[config.mk]
export PLATFORM = sky130hd
export DESIGN_NAME = ball_horizontal_motion
export DESIGN_NICKNAME = d
export VERILOG_FILES = /design/src/rtl/pong_ball_pkg.sv /design/src/rtl/sync_edge_detect.sv /design/src/rtl/ball_horizontal_motion.sv
export SDC_FILE = /design/constraint.sdc
export NUM_CORES = 1
export LEC_CHECK = 0
export CORE_ASPECT_RATIO = 1.1
export CORE_MARGIN = 3
export CORE_UTILIZATION = 50
export CTS_CLUSTER_SIZE = 16
export DETAILED_ROUTE_END_ITERATION = 8
export PLACE_DENSITY = 0.74
export SYNTH_ARGS = -nofsm -noshare
export SYNTH_HDL_FRONTEND = slang
export SYNTH_SLANG_ARGS = --single-unit
[constraint.sdc]
create_clock -name clk7_159 -period 1.7 [get_ports clk7_159]
set_clock_uncertainty 0.1 [all_clocks]
set_input_delay 0.17 -clock clk7_159 [delete_from_list [all_inputs] [get_ports clk7_159]]
set_output_delay 0.17 -clock clk7_159 [all_outputs]
set_load 0.02 [all_outputs]
[src/rtl/pong_ball_pkg.sv]
// Shared constants for the Pong ball horizontal motion block.
// Optional build macro: SPEED_LEVEL3_EN. When it is defined, the hit count
// widens to 5 bits and a fourth speed level is added.
package pong_ball_pkg;

  // Motion load codes {ba,aa} presented to the ball horizontal counter
  localparam logic [1:0] MOTION_NEUTRAL = 2'b01;  // load 9, period unchanged
  localparam logic [1:0] MOTION_RIGHT   = 2'b00;  // period +1
  localparam logic [1:0] MOTION_LEFT    = 2'b10;  // period -1

  // Default speed-level thresholds (hit counts)
  localparam int MED_HITS_DEF  = 4;
  localparam int FAST_HITS_DEF = 12;
  localparam int TOP_HITS      = 20;

`ifdef SPEED_LEVEL3_EN
  localparam int HIT_CNT_W = 5;
  localparam int MAX_LEVEL = 3;
`else
  localparam int HIT_CNT_W = 4;
  localparam int MAX_LEVEL = 2;
`endif

  localparam logic [HIT_CNT_W-1:0] HIT_CNT_MAX = '1;

endpackage

[src/rtl/sync_edge_detect.sv]
// Registers one level input and produces single-cycle rise/fall strobes by
// comparing the registered value with its previous registered value.
module sync_edge_detect #(
  parameter logic RST_VAL = 1'b0
) (
  input  logic clk,
  input  logic _reset,
  input  logic d,
  output logic level,
  output logic rise,
  output logic fall
);

  logic d_p0;
  logic d_p1;

  // Sample the input, then keep one cycle of history for edge comparison
  always_ff @(posedge clk) begin
    if (!_reset) begin
      d_p0 <= RST_VAL;
      d_p1 <= RST_VAL;
    end else begin
      d_p0 <= d;
      d_p1 <= d_p0;
    end
  end

  assign level = d_p0;
  assign rise  = d_p0 & ~d_p1;
  assign fall  = ~d_p0 & d_p1;

endmodule

[src/rtl/ball_horizontal_motion.sv]
// Ball horizontal motion control for the Pong core: counts paddle hits,
// holds the ball direction and emits the per-line motion code {ba,aa}.
// Optional build macro: SPEED_LEVEL3_EN (adds speed level 3 at 20 hits).
module ball_horizontal_motion
  import pong_ball_pkg::*;
#(
  parameter int BASE_STEPS = 2,
  parameter int MED_HITS   = MED_HITS_DEF,
  parameter int FAST_HITS  = FAST_HITS_DEF
) (
  input  logic       clk7_159,
  input  logic       _reset,
  input  logic       _hit,
  input  logic       h256,
  input  logic       vblank,
  input  logic       _hblank,
  input  logic       _attract,
  input  logic       serve,
  output logic       aa,
  output logic       ba,
  output logic       move_left,
  output logic [1:0] speed_level
);

  // Wide enough to hold BASE_STEPS plus the largest speed level
  localparam int STEP_W = (BASE_STEPS + MAX_LEVEL + 1 > 3) ?
                          $clog2(BASE_STEPS + MAX_LEVEL + 1) : 2;

  logic                 hit_fall;
  logic                 vblank_lvl;
  logic                 vblank_rise;
  logic                 vblank_fall;
  logic                 hblank_fall;
  logic                 hit_level_unused;
  logic                 hit_rise_unused;
  logic                 hblank_level_unused;
  logic                 hblank_rise_unused;

  logic                 clr;
  logic [HIT_CNT_W-1:0] hit_cnt;
  logic [STEP_W-1:0]    steps_remaining;
  logic                 frame_dir;
  logic [1:0]           motion;

  // Maps the registered hit count to a speed level
  function automatic logic [1:0] level_of(input logic [HIT_CNT_W-1:0] cnt);
`ifdef SPEED_LEVEL3_EN
    if (int'(cnt) >= TOP_HITS)       return 2'd3;
`endif
    if (int'(cnt) < MED_HITS)        return 2'd0;
    else if (int'(cnt) < FAST_HITS)  return 2'd1;
    else                             return 2'd2;
  endfunction

  sync_edge_detect #(.RST_VAL(1'b1)) u_hit_edge (
    .clk   (clk7_159),
    ._reset(_reset),
    .d     (_hit),
    .level (hit_level_unused),
    .rise  (hit_rise_unused),
    .fall  (hit_fall)
  );

  sync_edge_detect #(.RST_VAL(1'b0)) u_vblank_edge (
    .clk   (clk7_159),
    ._reset(_reset),
    .d     (vblank),
    .level (vblank_lvl),
    .rise  (vblank_rise),
    .fall  (vblank_fall)
  );

  sync_edge_detect #(.RST_VAL(1'b1)) u_hblank_edge (
    .clk   (clk7_159),
    ._reset(_reset),
    .d     (_hblank),
    .level (hblank_level_unused),
    .rise  (hblank_rise_unused),
    .fall  (hblank_fall)
  );

  // Attract mode or a serve in progress clears the rally
  assign clr = !_attract | serve;

  // Hit counter (saturating, cleared by clr) and direction taken from h256
  always_ff @(posedge clk7_159) begin
    if (!_reset) begin
      hit_cnt   <= '0;
      move_left <= 1'b0;
    end else begin
      if (hit_fall) move_left <= h256;
      if (clr)
        hit_cnt <= '0;
      else if (hit_fall && hit_cnt != HIT_CNT_MAX)
        hit_cnt <= hit_cnt + 1'b1;
    end
  end

  assign speed_level = level_of(hit_cnt);

  // Frame latch at vblank start and one motion step per line while steps remain
  always_ff @(posedge clk7_159) begin
    if (!_reset) begin
      steps_remaining <= '0;
      frame_dir       <= 1'b0;
      motion          <= MOTION_NEUTRAL;
    end else begin
      if (clr)
        motion <= MOTION_NEUTRAL;
      else if (hblank_fall) begin
        if (vblank_lvl && steps_remaining != '0)
          motion <= frame_dir ? MOTION_LEFT : MOTION_RIGHT;
        else
          motion <= MOTION_NEUTRAL;
      end

      if (vblank_rise) begin
        steps_remaining <= STEP_W'(BASE_STEPS) + STEP_W'(speed_level);
        frame_dir       <= move_left;
      end else if (vblank_fall)
        steps_remaining <= '0;
      else if (hblank_fall && vblank_lvl && steps_remaining != '0 && !clr)
        steps_remaining <= steps_remaining - 1'b1;
    end
  end

  assign {ba, aa} = motion;

endmodule

Yosys cells after proc, flatten, opt, wreduce, memory -nomap -nowiden
Index checks and enable logic that the tools add are counted.
- bitwise gates (word level): 10
- eq/ne operators: 1
- add/sub/neg operators: 3
- $lt $le $gt $ge: 2
- reduce and logical (&&, ||, !) cells: 10
- divide/modulo/power cells: 0
- muxes and demuxes: 7
- shifts and indexed selects: 0
- multipliers: 0
- operators with widths (cell ; number):
    2-to-1 mux 3 bit ; 3
    2-to-1 mux 2 bit ; 4
    nonzero test 3 bit ; 2
    logical AND 1 bit ; 5
    NOT 1 bit ; 5
    adder 4 x 1 -> 4 bit (second input constant) ; 1
    bitwise AND 1 bit ; 4
    < comparator 4 x 3 -> 1 bit (second input constant) ; 1
    < comparator 4 bit (second input constant) ; 1
    != test 4 bit (second input constant) ; 1
    adder 2 x 2 -> 3 bit (first input constant) ; 1
    subtractor 3 x 1 -> 3 bit (second input constant) ; 1
    zero test 1 bit ; 2
    OR reduction 2 bit ; 1
    OR 1 bit ; 1
- latch bits: 0
- register bits after elaboration: 17
- output and inout bits: 5
- word-level logic and storage cells: 44
- input port bits: 8
- RAM bits: 0
- bits in read-only memories: 0
- memories: 0

Longest topological paths before layout
- depth after elaboration: 8
- depth in mapped cells: 6
- depth with buffers taken out: 6

Modules after synthesis
Synthesis repeated with hierarchy kept, for this count alone.
- cell total of the unflattened synthesis: 80
- area, all modules: 772.0 sq um
- by module, submodules not included (module ; cells an instance ; times used ; area each (sq um) ; seq. area each (sq um)):
    ball_horizontal_motion ; 62 ; 1 ; 576.8 ; 220.2
    sync_edge_detect ; 6 ; 3 ; 65.1 ; 40.0

Worst setup path before layout
OpenSTA, ideal clock, no wires.
- path kind: register to register
- from: register hit_cnt[2]
- to: register hit_cnt[3]
- data required time: 1530 ps
- period minus slack after synthesis: 1567 ps
- setup time: 70 ps
- arrival: 1397 ps
- path slack: 133 ps
- cell stages (with the launch flop): 5
- buffers on the path: 0
- cell sequence: dfxtp_1 > ha_1 > and2_4 > or4_1 > a21oi_1
- cells in the longest elaborated chain, start to end: 2
- elaborated cells between the ends (all ways): 3
- those cells by class: add/sub: 1; eq/ne: 1; reduce/logical: 1
- ends and longest elaborated chain (element ; RTL line ; RTL):
    start: declaration ; ball_horizontal_motion.sv:40 ; logic [HIT_CNT_W-1:0] hit_cnt;
    start signal: assignment ; ball_horizontal_motion.sv:95 ; hit_cnt <= hit_cnt + 1'b1;
    parallel branches: the longest is 2 deep, another holds adder 4 x 1 -> 4 bit ; - ;
Several ways; the timed one is not identified.
A chain may end at the register's enable or synchronous reset.

Worst setup path in the final report
- from: register steps_remaining[0]
- to: register steps_remaining[2]
- cells in the longest elaborated chain, start to end: 4
- elaborated cells between the ends (all ways): 8
- those cells by class: add/sub: 1; mux: 3; reduce/logical: 4
- ends and longest elaborated chain (element ; RTL line ; RTL):
    start: declaration ; ball_horizontal_motion.sv:41 ; logic [STEP_W-1:0] steps_remaining;
    start signal: assignment ; ball_horizontal_motion.sv:118 ; steps_remaining <= STEP_W'(BASE_STEPS) + STEP_W'(speed_level);
    start signal: assignment ; ball_horizontal_motion.sv:123 ; steps_remaining <= steps_remaining - 1'b1;
    subtractor 3 x 1 -> 3 bit / nonzero test 3 bit (equally long branches) ; ball_horizontal_motion.sv:123, ball_horizontal_motion.sv:122 ;
    2-to-1 mux 3 bit / logical AND 1 bit (equally long branches) ; ball_horizontal_motion.sv:122 ; else if (hblank_fall && vblank_lvl && steps_remaining != '0 && !clr)
    2-to-1 mux 3 bit / logical AND 1 bit (equally long branches) ; ball_horizontal_motion.sv:120, ball_horizontal_motion.sv:122 ;
    2-to-1 mux 3 bit / nonzero test 3 bit (equally long branches) ; - ;
Several ways; a longest one is shown, not always the timed one. The select of a mux whose other input is x is not followed.

==> summary.md <==
* slowest stage cell on the critical path: and4bb_2
* WL/cell: 13.4 um
* die outline height: 47.7 um
* result of the run: finished clean
* summed negative setup slack over all endpoints: 0 ps
* part of the cycle the worst path needs: 0.954
* Setup violations, final: 0
* Mapped Avg Cell Area: 9.51 um2
* largest net degree at the start of global routing: 10
* Post-Route M1 WL: 735 um
* number of port buffers: 12
* CTS tree: done
* Slew HR: 0.806
* number of antenna diodes: 0
* clock insertion delay at the later pin of the skew report: 290 ps
* Overflow after GRT: 0
* worst-case clock buffer depth: 2
* post-detail-place hpwl: 1.21 mm
* number of distinct standard cells referenced by the synthesized netlist: 35
* area of the mapped netlist: 790 um2
* data arrival time at the worst-slack endpoint: 1710 ps
* post-route minimum period: 1620 ps
* number of nets with antenna violations after routing: 0
* Combinational Power Share: 0.121
* synthesized instance count: 83
* type of the most critical hold path: input pin to flip-flop
* DR vias/cell: 5.57
* number of antenna violations at the first check in global routing: 0
* Worst Setup Path Type: flip-flop to flip-flop
* sum of routed wire length over all layers: 1.56 mm
* leading post-synthesis cells by instance count: 17 x dfxtp_1, 6 x a21oi_1, 6 x inv_1
* Core Area: 1420 um2
* dominant synthesized flop cell: dfxtp_1
* Max-cap violations: 0
* Final Slew Violations: 0
* met2 wirelength from detailed routing: 763 um
* hold slack final: 332 ps
* # DRC: 0
* switching power share of the total: 0.237
* wire length of the first global-routing pass: 2.36 mm
* portion of the post-synthesis area used by sequential elements: 0.431
* # hold bufs at CTS: 0
* total clock buffers created by CTS: 3
* count of synthesis-stage warnings from yosys: 0
* Initial DRC Count: 17
* clock sink count: 17
* actual transition at the worst max-transition pin: 290 ps
* DIE WIDTH: 43.9 um
* I/O Pins: 13
* startpoint type of the worst setup path: flip-flop
* topmost layer with routed signal wires: met4
* most frequent cell on the critical path: ha_1
* number of flip-flops and latches in the synthesized netlist: 17
* RSZ-0062 raised after global routing: false
* static leakage: 0.000406 uW
* vias in the first global route: 572
* number of endpoints with negative hold slack in the final report: 0
* Power Dens Cells: 741 nW/um2
* total net switching power: 171 uW
* Via Count: 652
* Die ar.: 2090 um2
* delay of the slowest critical-path stage: 360 ps
* Final nets: 114
* clock group share of total power: 0.293
* worst-path maximum fanout: 5
* data required time of the worst path: 1790 ps
* area added between synthesis and finish: 23.8%
* Site Rows: 14
* number of iterations in the first detailed-routing pass: 4
* number of H-tree levels: 1
* peak supply drop: 429 uV
* top cells by area, synth: dfxtp_1 43%, ha_1 6.3%, a21oi_1 3.8%
* clock root cell: clkbuf_4
* dpl cells: 111
* number of non-filler instances in the completed layout: 117
* FFs w/ async S/R, synth: 0
* clock-pin slew on the worst setup and hold paths: 90 ps
* f_max: 616 MHz
* global-route total usage across every layer: 0.159
* share of cells above drive strength 1: 0.149
* number of enable flip-flop cells after synthesis: 0
* met3 layer wire length in the routed design: 29 um
* end-of-flow core utilization: 0.689
* internal power: 553 uW
* cell type with the highest aggregate area in the netlist: dfxtp_1
* number of nets produced by synthesis: 95
* cell with the most instances after synthesis: dfxtp_1
* top cell type's share of synthesized area: 0.431
* sequential cell fraction of total power: 0.586
* weighted congestion at the end of routability-driven global placement: 0.809
* total power after layout: 724 uW
* initial core utilization: 0.556
* worst-path cell chain: inv_1 -> ha_1 -> ha_1 -> and4bb_2 -> a31oi_1 -> o221a_1
* kind of end point of the critical path: flip-flop
==> placed cells by master, fill, tap and decap left out, types with 2 or more instances in the layout <==
cell type,count
and4bb_2,2
nand3_1,3
mux2i_1,3
o21ai_0,3
buf_4,4
xnor2_1,2
a21oi_1,6
nor2_1,4
clkdlybuf4s50_1,10
inv_1,6
dfxtp_2,2
dlygate4sd2_1,2
nand2b_1,3
a211oi_1,2
dfxtp_1,15
and2_1,3
clkbuf_4,3
nand2_1,3
nor2b_1,3
ha_1,4
==> final timing paths <==
path	start	to	slack, ps	depth (start not counted)
worst max-delay path	steps_remaining[0]	steps_remaining[2]	80	6
worst min register to register	frame_dir	motion[1]	380	2
worst max register to register	steps_remaining[0]	steps_remaining[2]	80	6
worst min-delay path	_hblank	u_hblank_edge.level	330	2
==> area by class of cell <==
type                       instances  area (um2)
multi-input combinational         58         418
sequential                        17         343
timing repair buffer              16         148
tap                               16        20.0
fill                             112         442
clock buffer                       4        26.3
inverter                           6        22.5
==> power groups by stage <==
stage          sequential [uW]  clock [uW]  combinational, uW
2_1_floorplan              429           0               54.1
3_3_place_gp               433           0               83.7
3_5_place_dp               433           0               86.0
4_1_cts                    424         221               87.1
5_1_grt                    427         233               96.8
6_report                   425         212               87.6
==> flip-flops by register name (all words and copies together), names as in the netlist <==
register / count
u_hit_edge.d_p1: 1
motion: 2
u_hit_edge.level: 1
u_vblank_edge.d_p1: 1
u_vblank_edge.level: 1
hit_cnt: 4
steps_remaining: 3
u_hblank_edge.level: 1
frame_dir: 1
move_left: 1
u_hblank_edge.d_p1: 1
==> kinds of logic after synthesis <==
group           share of synthesized area
buf+inv                            0.0396
mux                                0.0380
fa+ha+maj                          0.0634
flops                               0.431
compound gates                      0.133
xor+xnor                           0.0333
simple gates                        0.261
==> layer usage <==
metal  up-vias  GRT usage
li1        330          -
met1       309      0.190
met2         9      0.267
met3         4     0.0226
met4         0      0.108
met5         -          0
==> critical path: cells and delay by family, from the launching register on <==
| family | cells | cell delay, ps |
|---|---|---|
| buf+inv | 1 | 40 |
| compound gates | 2 | 310 |
| simple gates | 1 | 360 |
| fa+ha+maj | 2 | 370 |
| flops | 1 | 350 |
==> timing repair <==
item,in CTS,in global routing
setup endpoints to repair,2,2
buffers inserted,0,2
pin swaps,0,2
gates resized for setup,2,3
==> through the flow <==
step	area (um2)	setup WS, ps
after global routing	977	3.60
final	977	77.4
after CTS	960	39.7
after detailed placement	936	53.9
after floorplan	790	133
after global placement	936	106
Power figures use the tool's default switching activity.
